### src/rtl/conv_window_sequencer.sv
// conv_window_sequencer
// Flow-controlled nested-loop source for the convolution MAC datapath.
// The loop order is out_row > out_col > k_row > k_col, with k_col innermost.
// One beat is emitted per valid/ready handshake and carries:
//   - the output pixel position,
//   - the kernel tap,
//   - the flat input pixel address.
// Every output is registered. The next-state logic computes the next index
// set, and the flags and the address are all derived from that same set, so
// they always line up with the indices they describe.
`timescale 1ns/1ps

module conv_window_sequencer #(
  parameter int IMG_W = 28,
  parameter int IMG_H = 28,
  parameter int K     = 5,
  localparam int OUT_W = IMG_W - K + 1,
  localparam int OUT_H = IMG_H - K + 1,
  localparam int RW    = $clog2(IMG_H),
  localparam int CW    = $clog2(IMG_W),
  localparam int KW    = $clog2(K),
  localparam int AW    = $clog2(IMG_W * IMG_H)
) (
  input  logic          clk,
  input  logic          rst,
  input  logic          start,
  input  logic          clr,
  input  logic          ready,
  output logic          valid,
  output logic [RW-1:0] out_row,
  output logic [CW-1:0] out_col,
  output logic [KW-1:0] k_row,
  output logic [KW-1:0] k_col,
  output logic [AW-1:0] pix_addr,
  output logic          first,
  output logic          last,
  output logic          busy,
  output logic          done
);

  localparam logic [1:0] S_IDLE = 2'd0;
  localparam logic [1:0] S_RUN  = 2'd1;
  localparam logic [1:0] S_DONE = 2'd2;

  localparam logic [KW-1:0] K_MAX   = KW'(K - 1);
  localparam logic [CW-1:0] COL_MAX = CW'(OUT_W - 1);
  localparam logic [RW-1:0] ROW_MAX = RW'(OUT_H - 1);

  logic [1:0]    state_reg, state_next;
  logic [RW-1:0] row_reg, row_next;
  logic [CW-1:0] col_reg, col_next;
  logic [KW-1:0] krow_reg, krow_next;
  logic [KW-1:0] kcol_reg, kcol_next;
  logic [AW-1:0] addr_reg, addr_next;
  logic          valid_reg, valid_next;
  logic          first_reg, first_next;
  logic          last_reg, last_next;
  logic          busy_reg, busy_next;
  logic          done_reg, done_next;

  // The address is widened by one bit so that the row*IMG_W + col sum
  // cannot wrap before it is truncated back to AW bits.
  logic [AW:0]   row_sum, col_sum, addr_wide;

  // Next-state logic: advance the loop nest on a handshake.
  // clr overrides everything else.
  always_comb begin
    state_next = state_reg;
    row_next   = row_reg;
    col_next   = col_reg;
    krow_next  = krow_reg;
    kcol_next  = kcol_reg;

    case (state_reg)
      S_IDLE: begin
        row_next  = '0;
        col_next  = '0;
        krow_next = '0;
        kcol_next = '0;
        if (start) state_next = S_RUN;
      end

      S_RUN: begin
        if (ready) begin
          if (kcol_reg != K_MAX) begin
            kcol_next = kcol_reg + 1'b1;
          end else begin
            kcol_next = '0;
            if (krow_reg != K_MAX) begin
              krow_next = krow_reg + 1'b1;
            end else begin
              krow_next = '0;
              if (col_reg != COL_MAX) begin
                col_next = col_reg + 1'b1;
              end else begin
                col_next = '0;
                if (row_reg != ROW_MAX) begin
                  row_next = row_reg + 1'b1;
                end else begin
                  // Final beat accepted: every index has wrapped back to 0.
                  row_next   = '0;
                  state_next = S_DONE;
                end
              end
            end
          end
        end
      end

      S_DONE: begin
        // A start that arrives while DONE is dropped deliberately.
        // A new scan can only begin from IDLE.
        state_next = S_IDLE;
      end

      default: state_next = S_IDLE;
    endcase

    if (clr) begin
      state_next = S_IDLE;
      row_next   = '0;
      col_next   = '0;
      krow_next  = '0;
      kcol_next  = '0;
    end
  end

  // Derive the flags and the address from the next index set.
  // Outside RUN the indices are zero, so the address is zero as well.
  always_comb begin
    valid_next = (state_next == S_RUN);
    busy_next  = (state_next != S_IDLE);
    done_next  = (state_next == S_DONE);
    first_next = valid_next && (krow_next == '0) && (kcol_next == '0);
    last_next  = valid_next && (krow_next == K_MAX) && (kcol_next == K_MAX);
    row_sum    = (AW+1)'(row_next) + (AW+1)'(krow_next);
    col_sum    = (AW+1)'(col_next) + (AW+1)'(kcol_next);
    addr_wide  = row_sum * (AW+1)'(IMG_W) + col_sum;
    addr_next  = addr_wide[AW-1:0];
  end

  // State and output registers, cleared by synchronous reset.
  always_ff @(posedge clk) begin
    if (rst) begin
      state_reg <= S_IDLE;
      row_reg   <= '0;
      col_reg   <= '0;
      krow_reg  <= '0;
      kcol_reg  <= '0;
      addr_reg  <= '0;
      valid_reg <= 1'b0;
      first_reg <= 1'b0;
      last_reg  <= 1'b0;
      busy_reg  <= 1'b0;
      done_reg  <= 1'b0;
    end else begin
      state_reg <= state_next;
      row_reg   <= row_next;
      col_reg   <= col_next;
      krow_reg  <= krow_next;
      kcol_reg  <= kcol_next;
      addr_reg  <= addr_next;
      valid_reg <= valid_next;
      first_reg <= first_next;
      last_reg  <= last_next;
      busy_reg  <= busy_next;
      done_reg  <= done_next;
    end
  end

  assign valid    = valid_reg;
  assign out_row  = row_reg;
  assign out_col  = col_reg;
  assign k_row    = krow_reg;
  assign k_col    = kcol_reg;
  assign pix_addr = addr_reg;
  assign first    = first_reg;
  assign last     = last_reg;
  assign busy     = busy_reg;
  assign done     = done_reg;

endmodule
### config.mk
export PLATFORM = sky130hd
export DESIGN_NAME = conv_window_sequencer
export DESIGN_NICKNAME = d
export VERILOG_FILES = /design/src/rtl/conv_window_sequencer.sv
export SDC_FILE = /design/constraint.sdc
export NUM_CORES = 1
export LEC_CHECK = 0
export ABC_AREA = 1
export CAP_MARGIN = 10
export CELL_PAD_IN_SITES_DETAIL_PLACEMENT = 0
export CELL_PAD_IN_SITES_GLOBAL_PLACEMENT = 1
export CORE_ASPECT_RATIO = 2
export CORE_MARGIN = 4
export CORE_UTILIZATION = 42
export DETAILED_ROUTE_END_ITERATION = 12
export PLACE_DENSITY = 0.95
export SLEW_MARGIN = 20
export SYNTH_ARGS = -nofsm -noshare
export SYNTH_HDL_FRONTEND = slang
export SYNTH_SLANG_ARGS = --single-unit
### constraint.sdc
create_clock -name clk -period 11.9 [get_ports clk]
set_input_delay 1.19 -clock clk [delete_from_list [all_inputs] [get_ports clk]]
set_output_delay 1.19 -clock clk [all_outputs]
set_load 0.02 [all_outputs]
# --- After elaboration in Yosys (flattened, before gate mapping) ---
# Cells that the tools add are included.
word_totals:
  inputBits: 5
  regBits: 33
classes:
  n_mux: 30
  addsub: 7
  n_eq_ne: 9
  n_reduce_logical: 8
  mul: 1
op_table:
  columns: ["op", "count"]
  rows:
  - ["two-way mux 5 bit", 11]
  - ["two-way mux 3 bit", 7]
  - ["one-hot mux 5 bit (2 select lines)", 2]
  - ["two-way mux 2 bit", 7]
  - ["adder 5 x 3 -> 6 bit", 2]
  - ["one-hot mux 3 bit (2 select lines)", 2]
  - ["adder 10 x 6 -> 10 bit", 1]
  - ["adder 5 x 1 -> 5 bit, second input constant", 2]
  - ["inequality test 5 bit, second input constant", 2]
  - ["multiplier 6 x 3 -> 8 bit, second input constant", 1]
  - ["adder 3 x 1 -> 3 bit, second input constant", 2]
  - ["equality test 3 bit, second input constant", 2]
  - ["zero test 3 bit", 2]
  - ["inequality test 3 bit, second input constant", 2]
  - ["equality test 2 x 1 -> 1 bit, second input constant", 2]
  - ["logical AND 1 bit", 4]
  - ["one-hot mux 2 bit (2 select lines)", 1]
  - ["equality test 2 bit, second input constant", 1]
  - ["zero test 2 bit", 1]
  - ["nonzero test 2 bit", 1]

# --- Longest topological paths before layout ---
# Gate-level depths: netlist (run 1).
logic_depth:
  depth_word: 11
  depth_mapped: 30

# --- Least setup slack after synthesis (run 1) ---
# No wires, ideal clock.
synth_path:
  path_kind: "input-to-reg"
  from: "input port ready"
  to: "register addr_reg[9] (netlist: pix_addr[9])"
  path_stages: 25
  required_ns: 11.787
  arrival_time_ns: 4.850
  path_slack_ns: 6.938
  cell_sequence: "inv_2 > nor2_4 > nand2_4 > nor2_4 > nor2_1 > nor2_1 > o21ai_0 > nand2_1 > inv_1 > ha_1 > fa_1 > xor2_1 > fa_1 > ha_1 > ha_1 > ha_1 > a21oi_1 > nand2_1 > a21o_1 > nand2_1 > nor2_1 > nand2_1 > nand2_1 > nand2_1 > nor2_1"
synth_between:
  elab_chain_cells: 6
synth_rtl:
  columns: ["item", "line", "source"]
  rows:
  - ["start: declaration", "28", "input logic ready,"]
  - ["two-way mux 5 bit", "84", "if (ready) begin"]
  - ["one-hot mux 5 bit (2 select lines)", "74", "case (state_reg)"]
  - ["two-way mux 5 bit", "119", "if (clr) begin"]
  - ["via row_next[0]", "50", "logic [RW-1:0] row_reg, row_next;"]
  - ["adder 5 x 3 -> 6 bit", "136", "row_sum = (AW+1)'(row_next) + (AW+1)'(krow_next);"]
  - ["multiplier 6 x 3 -> 8 bit", "138", "addr_wide = row_sum * (AW+1)'(IMG_W) + col_sum;"]
  - ["adder 10 x 6 -> 10 bit", "138", null]
  - ["end signal: assignment", "162", "addr_reg <= addr_next;"]
  - ["end: declaration", "54", "logic [AW-1:0] addr_reg, addr_next;"]
# The timed path passes the listed nets, and every way through them passes these cells.
# A chain may end at the register's enable or synchronous reset.

# --- Worst setup path in the final report (run 1) ---
layout_path:
  from: "input port ready"
  to: "register addr_reg[8] (netlist: pix_addr[8])"
# Same word-level chain as after synthesis.

==> results of run 1 <==
## tightest hold or removal path, stage by stage (launching register included)
cell and delay, ns:
dfxtp_1 0.35, nand2_1 0.10, a21oi_1 0.06
## power by group through the flow
stage,sequential (mW),clock [mW],combinational [mW]
floorplan,0.115,0,0.00479
global placement,0.114,0,0.0110
detailed placement,0.114,0,0.0111
CTS,0.112,0.0858,0.0111
global route,0.112,0.0893,0.0120
finish,0.112,0.0833,0.0111
## per-layer routing
metal | GRT usage [%] | wire, um
met1 | 18.65 | 2180
met2 | 37.20 | 3477
met3 | 2.921 | 183
met4 | 14.87 | 437
met5 | 0 | 0
## worst max-delay path by stage
stage / slack, ns / cells after the start / to / startpoint
after floorplan: 6.94 / 25 / pix_addr[9]$_SDFF_PP0_ / ready
after global placement: 5.83 / 25 / pix_addr[8]$_SDFF_PP0_ / ready
after CTS: 6.06 / 25 / pix_addr[8]$_SDFF_PP0_ / ready
final: 6.06 / 25 / pix_addr[8]$_SDFF_PP0_ / ready
after global routing: 5.56 / 25 / pix_addr[8]$_SDFF_PP0_ / ready
after detailed placement: 5.78 / 25 / pix_addr[8]$_SDFF_PP0_ / ready
## cell families after synthesis
logic type	count (synthesis)
AOI/OAI and AO/OA	47
xor gates and xnor gates	8
adders and majority gates	34
buffers and inverters	59
DFF	33
and+or+nand+nor	146
## metrics by stage
stage	hold WS [ns]	instances	worst slack (ns)	utilization [%]
finish	0.5629	428	6.061	53.04
global route	0.5820	428	5.560	53.04
CTS	0.5615	428	6.063	53.04
detailed placement	0.5507	420	5.779	51.53
global placement	0.5457	420	5.834	51.53
floorplan	0.5433	327	6.938	-
## cell type report
| class | instances | area [um2] | share of cell area [%] |
|---|---|---|---|
| multi-input cells | 235 | 1518 | 52.33 |
| flip-flops and latches | 33 | 660.6 | 22.78 |
| repair buffers | 35 | 350.3 | 12.08 |
| inverters | 57 | 214.0 | 7.377 |
| well taps | 60 | 75.07 | 2.588 |
| clock buffers | 6 | 72.57 | 2.502 |
| clock inverters | 2 | 10.01 | 0.3451 |
## cells in the final DEF (no fill, tap or decap), drive strengths merged
cell type,n
nand2,63
o21bai,1
ha,25
a21oi,23
nor3,5
a21o,2
clkdlybuf4s50,35
fa,9
nor4,2
xnor2,2
clkbuf,6
xor2,6
inv,57
and2,1
nand3,21
clkinv,2
nor2,44
nor3b,1
nand4,9
a31oi,2
o21ai,18
o21a,1
dfxtp,33
==> results by group, run 1 <==
Run status
  • Outcome: complete, no violations

Yosys
  • XOR/XNOR Fraction of Synth Area: 2.920%
  • Post-synth top area cell: dfxtp_1
  • Count leader, synth: nand2_1
  • Net count of the mapped netlist: 366
  • Compound-Gate Fraction of Synth Area: 10.48%
  • Seq/Total Area, Yosys: between 20% and 30%
  • Multiplexer area fraction after synthesis: 0%
  • Synth warn: 0
  • Synth top cells by count: 57 x nand2_1, 52 x inv_1, 37 x nor2_1, 33 x dfxtp_1, 25 x ha_1
  • #FFs+latches synth: 33
  • Main combinational cell family by area after synthesis: simple AND/OR/NAND/NOR gates
  • Post-Synth Adder-Cell Area: 20.54%
  • Ys flop type: dfxtp_1
  • Post-synth EDFFs: 0
  • Asr flop ratio synth: 0%
  • Synth Cell Area: approximately 2400 um2
  • Distinct cells, synth: 30
  • Synth Area in Simple Gates: 29.30%
  • Avg Cell Area, Syn: 7.339 um2
  • Synth top area share: between 20% and 30%
  • Ranking of synthesized cells by area: dfxtp_1 28%, ha_1 13%, nand2_1 8.9%
  • Syn Inst Count: 327

Worst hold path
  • Hold depth: 2
  • Min-delay src: out_col[1]$_SDFF_PP0_
  • Worst Hold Path EP: out_col[1]$_SDFF_PP0_
  • Hold Path Class: reg2reg

Floorplan
  • Core area: roughly 5500 um2
  • Die height: 114.9 um
  • Die width: 61.45 um
  • Full die area: 7061 um2
  • Row Count: 38
  • # IOs: 36
  • Starting Density: 43.89%

Global routing
  • Vias in the first global route: 2399
  • First-pass GRT wire length: 10600 um
  • Pin count of the biggest net entering global routing: 24
  • Tot GR Track Use: around a fifth
  • Antenna violations before repair: 0
  • Grt total ovfl: 0

Place
  • Placer congestion estimate: 0.9635
  • Final HPWL DP: between 5000 and 6000 um
  • Port bufs: 35
  • Post-DP Area: 2818 um2

Clock tree
  • Skew-Pair Late Insertion Delay: 0.29 ns
  • Worst-path clk slew: 0.07 ns
  • Post-CTS Repair Setup Buffers: 0
  • Post-CTS Hold Buffers: 0
  • Post-CTS Resized: 0
  • Cts bufs inserted: 5
  • Clock Sinks: 33
  • CTS tree: built
  • H-tree lvl count: 2
  • Root Buffer: clkbuf_8
  • CTS max path bufs: 2

Critical path
  • Critical Path Start Type: primary input
  • CP max FO: 6
  • Reg-to-Reg Start: k_col[0]$_SDFF_PP0_
  • FF-to-FF path depth: 26
  • CP max stage delay: ~0.65 ns
  • CP endpoint kind: flop
  • Arr. time, crit path: slightly above 6 ns
  • Critical path's slowest cell: clkdlybuf4s50_1
  • Largest delay share family, worst path: adder cells
  • CP required: 12.12 ns
  • Critical path class: in2reg
  • Worst Path Buf+Inv: 4
  • Capturing point of the worst reg2reg path: pix_addr[8]$_SDFF_PP0_
  • R2R setup slack: 6.98 ns

Timing
  • Setup TNS: 0 ns
  • RSZ-0062 raised after global routing: false
  • Fmax: ~170 MHz
  • Worst-Margin Slew: between 0.9 and 1 ns
  • Clk_skew: 0.005220 ns
  • Slew Viols, Final: 0
  • Worst slew margin: 38.70%
  • Final worst path period need: 5.839 ns
  • Final Cycle Share: 49.06%
  • Final Hold Viols: 0
  • Final setup fails: 0

Routing
  • Detail Route Antenna Nets: 0
  • DRC: 0
  • Detailed Routing Iterations Pass 1: 4
  • Routed wire length: 6279 um
  • WL/cell: approximately 15 um
  • Drt via density: 5.336
  • Via count: 2284
  • First DRT Iteration DRCs: 88

Layout
  • Design area: just under 3000 um2
  • Layout cells sized above 1: between 7 and 8%
  • Fillers: 536
  • Number of antenna diodes: 0
  • Max reg flops: 10
  • Area Overhead vs Synth: 20.85%
  • Fin nets: a little over 400

Power
  • Power density over the cells: 71.06 nW/um2
  • Sequential power share: between 50% and 60%
  • Maximum VDD drop: 59.90 uV
  • Net Sw Frac: approximately a quarter
  • NetSw: roughly 0.05 mW
  • Total power draw: 0.2061 mW
  • Clock power share: 40.4%
  • Combinational power share: 5.4%
  • Leakage Power: ~1.5 nW
  • Pint: 0.1555 mW

Flow run
  • Max-Cap Viols: 0
Power figures use the tool's default switching activity.
==> inputs of run 2 (changes only) <==
--- a/config.mk
+++ b/config.mk
@@ -11,9 +11,9 @@
 export CELL_PAD_IN_SITES_GLOBAL_PLACEMENT = 1
 export CORE_ASPECT_RATIO = 2
 export CORE_MARGIN = 4
-export CORE_UTILIZATION = 42
+export CORE_UTILIZATION = 39
 export DETAILED_ROUTE_END_ITERATION = 12
-export PLACE_DENSITY = 0.95
+export PLACE_DENSITY = 0.91
 export SLEW_MARGIN = 20
 export SYNTH_ARGS = -nofsm -noshare
 export SYNTH_HDL_FRONTEND = slang
==> constraint.sdc (replaced) <==
create_clock -name clk -period 5.4 [get_ports clk]
set_input_delay 0.54 -clock clk [delete_from_list [all_inputs] [get_ports clk]]
set_output_delay 0.54 -clock clk [all_outputs]
set_load 0.02 [all_outputs]
==> run 2 against run 1 <==
  * Sequential share of layout area shrank 0.85 points
  * Clock skew hardly changed
  * Combinational power is 140% higher
  * Clock-buffer cell count is the same
  * Global-route usage is 2.3 points lower
  * Largest cell class unchanged
  * Total power rose to 2.7 times the previous value
  * Largest power group is now clock
  * Critical endpoint unchanged
==> results by group, run 2 (synthesis gave the netlist of run 1 again) <==
Clock tree
  • Clock Sinks: 33
  • Root Buffer: clkbuf_16
  • Post-CTS Repair Setup Buffers: 0
  • Post-CTS Hold Buffers: 0
  • Post-CTS Resized: 0
  • Cts bufs inserted: 5
  • H-tree lvl count: 2
  • Skew-Pair Late Insertion Delay: 0.28 ns
  • Worst-path clk slew: 0.05 ns
  • CTS max path bufs: 2
  • CTS tree: built

Critical path
  • Critical Path Start Type: primary input
  • CP max FO: 6
  • Critical path's slowest cell: clkdlybuf4s50_1
  • R2R setup slack: ~0.6 ns
  • FF-to-FF path depth: 26
  • Capturing point of the worst reg2reg path: pix_addr[8]$_SDFF_PP0_
  • CP endpoint kind: flop
  • Critical path class: in2reg
  • CP max stage delay: 0.51 ns
  • Arr. time, crit path: 5.04 ns
  • CP required: 5.62 ns
  • Reg-to-Reg Start: k_col[0]$_SDFF_PP0_

Power
  • Total power draw: 0.5500 mW
  • Maximum VDD drop: 170.6 uV
  • Leakage Power: 1.511 nW
  • Power density over the cells: 182.5 nW/um2

Global routing
  • Met2 Usage GRT: between 30 and 40%
  • Pin count of the biggest net entering global routing: 24
  • Vias in the first global route: 2275
  • Tot GR Track Use: 17.91%
  • Routing usage on met1: 16.78%
  • Antenna violations before repair: 0
  • Grt total ovfl: 0
  • Busiest grt layer: met2
  • First-pass GRT wire length: 10390 um
  • Met3 usage: under 10%

Place
  • # placed instances: 430
  • Final HPWL DP: 5163 um
  • Placer congestion estimate: around 0.92
  • Port bufs: 35

Worst hold path
  • Hold depth: 2
  • Worst Hold Path EP: out_col[1]$_SDFF_PP0_
  • Hold Path Class: reg2reg
  • Min-delay src: out_col[1]$_SDFF_PP0_

Layout
  • Non-Filler Instances: 438
  • Layout cells sized above 1: 9.600%
  • Area Overhead vs Synth: 25.55%
  • Most frequent cells in the layout: 57 x nand2_1, 52 x inv_1, 37 x nor2_1
  • Number of antenna diodes: 0
  • Max reg flops: 10
  • Fillers: 586
  • Most common cell after layout, fill and taps aside: nand2_1
  • Core Util, Final: about half
  • Fin nets: just over 400

Routing
  • First DRT Iteration DRCs: 85
  • Routed wire length: 6254 um
  • WL/cell: 14.28 um
  • Via count: between 2000 and 2500
  • DRC: 0
  • Drt via density: 5.105
  • Detail Route Antenna Nets: 0
  • Detailed Routing Iterations Pass 1: 4

Floorplan
  • Die height: 118.9 um
  • Starting Density: 39.96%
  • Row Count: 40
  • # IOs: 36
  • Core area: 6006 um2
  • Die width: 63.47 um
  • Full die area: 7548 um2

Timing
  • Final setup fails: 0
  • Fmax: just over 200 MHz
  • Worst slew margin: 55.90%
  • Clk_skew: 0.005633 ns
  • Setup TNS: 0 ns
  • Final Cycle Share: 89.43%
  • RSZ-0062 raised after global routing: false
  • Final Hold Viols: 0
  • Slew Viols, Final: 0
  • Worst-Margin Slew: 0.6545 ns
  • Final worst path period need: 4.829 ns

Flow run
  • Max-Cap Viols: 0

Run status
  • Outcome: complete, no violations
[run 2: cell count changes in the layout (fill, tap and decap cells not counted), sizes merged]
cell | previous run | this run
buf | 0 | 7
[run 2: final cells by class]
cell class | instances | area (um2) | share of cell area, %
multi-input cells | 235 | 1518 | 50.37
well taps | 63 | 78.83 | 2.616
repair buffers | 42 | 402.9 | 13.37
inverters | 57 | 214.0 | 7.101
clock buffers | 6 | 128.9 | 4.277
clock inverters | 2 | 10.01 | 0.3322
flip-flops and latches | 33 | 660.6 | 21.93
[run 2: through the flow]
| step | hold WS [ns] | instance area [um2] | worst slack [ns] |
|---|---|---|---|
| 2_1_floorplan | 0.5433 | 2400 | 0.8770 |
| 5_1_grt | 0.6042 | 3013 | 0.1586 |
| 6_report | 0.5724 | 3013 | 0.5708 |
| 3_3_place_gp | 0.5525 | 2874 | 0.3760 |
| 3_5_place_dp | 0.5575 | 2874 | 0.2839 |
| 4_1_cts | 0.5668 | 3013 | 0.5730 |
[run 2: worst max-delay path by stage]
stage	start	to	slack [ns]	depth (start not counted)
after CTS	ready	pix_addr[8]$_SDFF_PP0_	0.57	25
after global placement	clr	pix_addr[8]$_SDFF_PP0_	0.38	21
after global routing	ready	pix_addr[9]$_SDFF_PP0_	0.16	26
after floorplan	k_col[0]$_SDFF_PP0_	pix_addr[9]$_SDFF_PP0_	0.88	27
final	ready	pix_addr[8]$_SDFF_PP0_	0.57	25
after detailed placement	ready	pix_addr[8]$_SDFF_PP0_	0.28	25
[run 2: report_power, final]
group	total (mW)	switching (mW)	internal, mW
Combinational	0.0263	0.0165	0.00985
Sequential	0.247	0.00112	0.246
Clock	0.277	0.108	0.169
Total	0.550	0.125	0.425
[run 2: routing by layer]
metal,wire length (um),vias up
met5,0,-
met4,349,0
met2,3492,53
met1,2197,1013
met3,215,24
li1,-,1146
[run 2: worst max-delay path, delay by kind of cell]
family                   cells  cell delay, ns
adder cells (fa/ha/maj)      6            2.16
AND/OR/NAND/NOR             11            1.11
buffers and inverters        4            0.70
XOR/XNOR                     1            0.28
AO/OA/AOI/OAI                3            0.27
==> inputs of run 3 (changes only) <==
--- a/config.mk
+++ b/config.mk
@@ -6,14 +6,13 @@
 export NUM_CORES = 1
 export LEC_CHECK = 0
 export ABC_AREA = 1
-export CAP_MARGIN = 10
 export CELL_PAD_IN_SITES_DETAIL_PLACEMENT = 0
 export CELL_PAD_IN_SITES_GLOBAL_PLACEMENT = 1
 export CORE_ASPECT_RATIO = 2
 export CORE_MARGIN = 4
 export CORE_UTILIZATION = 39
 export DETAILED_ROUTE_END_ITERATION = 12
-export PLACE_DENSITY = 0.91
+export PLACE_DENSITY = 0.78
 export SLEW_MARGIN = 20
 export SYNTH_ARGS = -nofsm -noshare
 export SYNTH_HDL_FRONTEND = slang
==> run 3 against run 2 <==
  * Global-route usage grew 1.0 points
  * Largest cell class unchanged
  * Core utilization grew 0.73 points
  * Setup slack lost 0.045 ns
  * Clock-buffer cell count shrank 1
  * Wire length grew 5.4%
==> results by group, run 3 (synthesis gave the netlist of run 1 again) <==
Run status
  • Outcome: complete, no violations

Layout
  • Layout cells sized above 1: 9.626%
  • Fin nets: about 400
  • Area of the multi-input gates: 1518 um2
  • Register area: 660.6 um2
  • Area Overhead vs Synth: 27.37%
  • Most frequent cells in the layout: 57 x nand2_1, 52 x inv_1, 37 x nor2_1
  • Max reg flops: 10
  • Number of antenna diodes: 0
  • Fillers: 615
  • Most common cell after layout, fill and taps aside: nand2_1

Clock tree
  • H-tree lvl count: 2
  • CTS tree: built
  • CTS max path bufs: 2
  • Post-CTS Repair Setup Buffers: 0
  • Skew-Pair Late Insertion Delay: 0.28 ns
  • Cts bufs inserted: 5
  • Root Buffer: clkbuf_16
  • Clock Sinks: 33
  • Post-CTS Hold Buffers: 0
  • Worst-path clk slew: 0.05 ns
  • Post-CTS Resized: 0

Floorplan
  • # IOs: 36
  • Core area: 6006 um2
  • Die height: 118.9 um
  • Die width: 63.47 um
  • Row Count: 40
  • Starting Density: 39.96%
  • Full die area: roughly 7500 um2

Critical path
  • Worst Setup SP: k_col[0]$_SDFF_PP0_
  • Reg-to-Reg Start: k_col[0]$_SDFF_PP0_
  • Critical path class: reg2reg
  • CP max FO: 5
  • Critical Path Start Type: flop
  • CP required: between 5 and 6 ns
  • Largest delay share family, worst path: adder cells
  • CP endpoint kind: flop
  • Worst Path Buf+Inv: 2
  • Most frequent CP cell: nand2_1
  • CP max stage delay: 0.48 ns
  • Arr. time, crit path: 5.05 ns
  • Critical path's slowest cell: fa_1

Power
  • Maximum VDD drop: 198.6 uV
  • Leakage Power: 1.530 nW
  • Power density over the cells: 210.9 nW/um2

Timing
  • Final worst path period need: between 4 and 5 ns
  • Setup TNS: 0 ns
  • Final Hold Viols: 0
  • Fmax: slightly above 200 MHz
  • Worst slew margin: 39.70%
  • Final setup fails: 0
  • Clk_skew: 0.007175 ns
  • RSZ-0062 raised after global routing: false
  • Final Cycle Share: 90.26%
  • Slew Viols, Final: 0
  • Worst-Margin Slew: 0.9017 ns
  • Final setup margin: 0.5258 ns

Place
  • Final HPWL DP: 5465 um
  • Placer congestion estimate: 0.9036
  • Port bufs: 35
  • Pre-CTS setup slack: 0.2542 ns

Global routing
  • Tot GR Track Use: between 10% and 20%
  • Grt total ovfl: 0
  • Antenna violations before repair: 0
  • First-pass GRT wire length: 11040 um
  • Pin count of the biggest net entering global routing: 24
  • Vias in the first global route: 2325

Routing
  • Detailed Routing Iterations Pass 1: 4
  • Routed wire length: 6592 um
  • First DRT Iteration DRCs: 120
  • Detail Route Antenna Nets: 0
  • WL/cell: approximately 15 um
  • Via count: 2248
  • Drt via density: 5.144
  • DRC: 0

Flow run
  • Max-Cap Viols: 0

Worst hold path
  • Min-delay src: out_col[3]$_SDFF_PP0_
  • Hold Path Class: reg2reg
## run 3: cell types whose count changed in the layout (fill, tap and decap cells not counted)
cell       delta
bufinv_16     +2
clkbuf_1      -1
buf_4         -1
clkinv_2      -1
## run 3: final cells by class
cell class,count,share of cell area [%]
Clock buffer,5,4.093
Clock inverter,3,2.129
Inverter,57,7.000
Multi-Input combinational cell,235,49.65
Sequential cell,33,21.61
Tap cell,63,2.579
Timing Repair Buffer,41,12.93
## run 3: path summary, 6_finish.rpt
check / to / slack [ns] / cells past startpoint
max reg2reg: pix_addr[9]$_SDFF_PP0_ / 0.53 / 27
min reg2reg: out_col[3]$_SDFF_PP0_ / 0.57 / 2
min: out_col[3]$_SDFF_PP0_ / 0.57 / 2
max: pix_addr[9]$_SDFF_PP0_ / 0.53 / 27
## run 3: tightest hold or removal path, delay by kind of cell (launching register included)
| kind | cells | cell delay (ns) |
|---|---|---|
| AO/OA/AOI/OAI | 1 | 0.06 |
| flip-flops | 1 | 0.35 |
| AND/OR/NAND/NOR | 1 | 0.11 |
## run 3: layer usage
metal  vias up  GRT usage (%)  part of all wire [%]
met2        53          37.59                    59
met5         -              0                     0
met1      1031          17.35                    34
met4         0          10.55                   4.4
met3        21          2.830                   3.0
li1       1143              -                     -
## run 3: where the power goes
part	internal, mW	switching, mW
logic	0.00937	0.0161
clock network	0.263	0.109
registers	0.246	0.000973
total	0.518	0.126
## run 3: through the flow
step	util (%)	std cells	hold WS [ns]	area [um2]	power, mW
floorplan	-	327	0.5433	2400	0.2640
global placement	47.73	429	0.5653	2867	0.2775
detailed placement	47.73	429	0.5663	2867	0.2774
CTS	50.90	437	0.5762	3057	0.6500
global route	50.90	437	0.6306	3057	0.6672
finish	50.90	437	0.5676	3057	0.6448
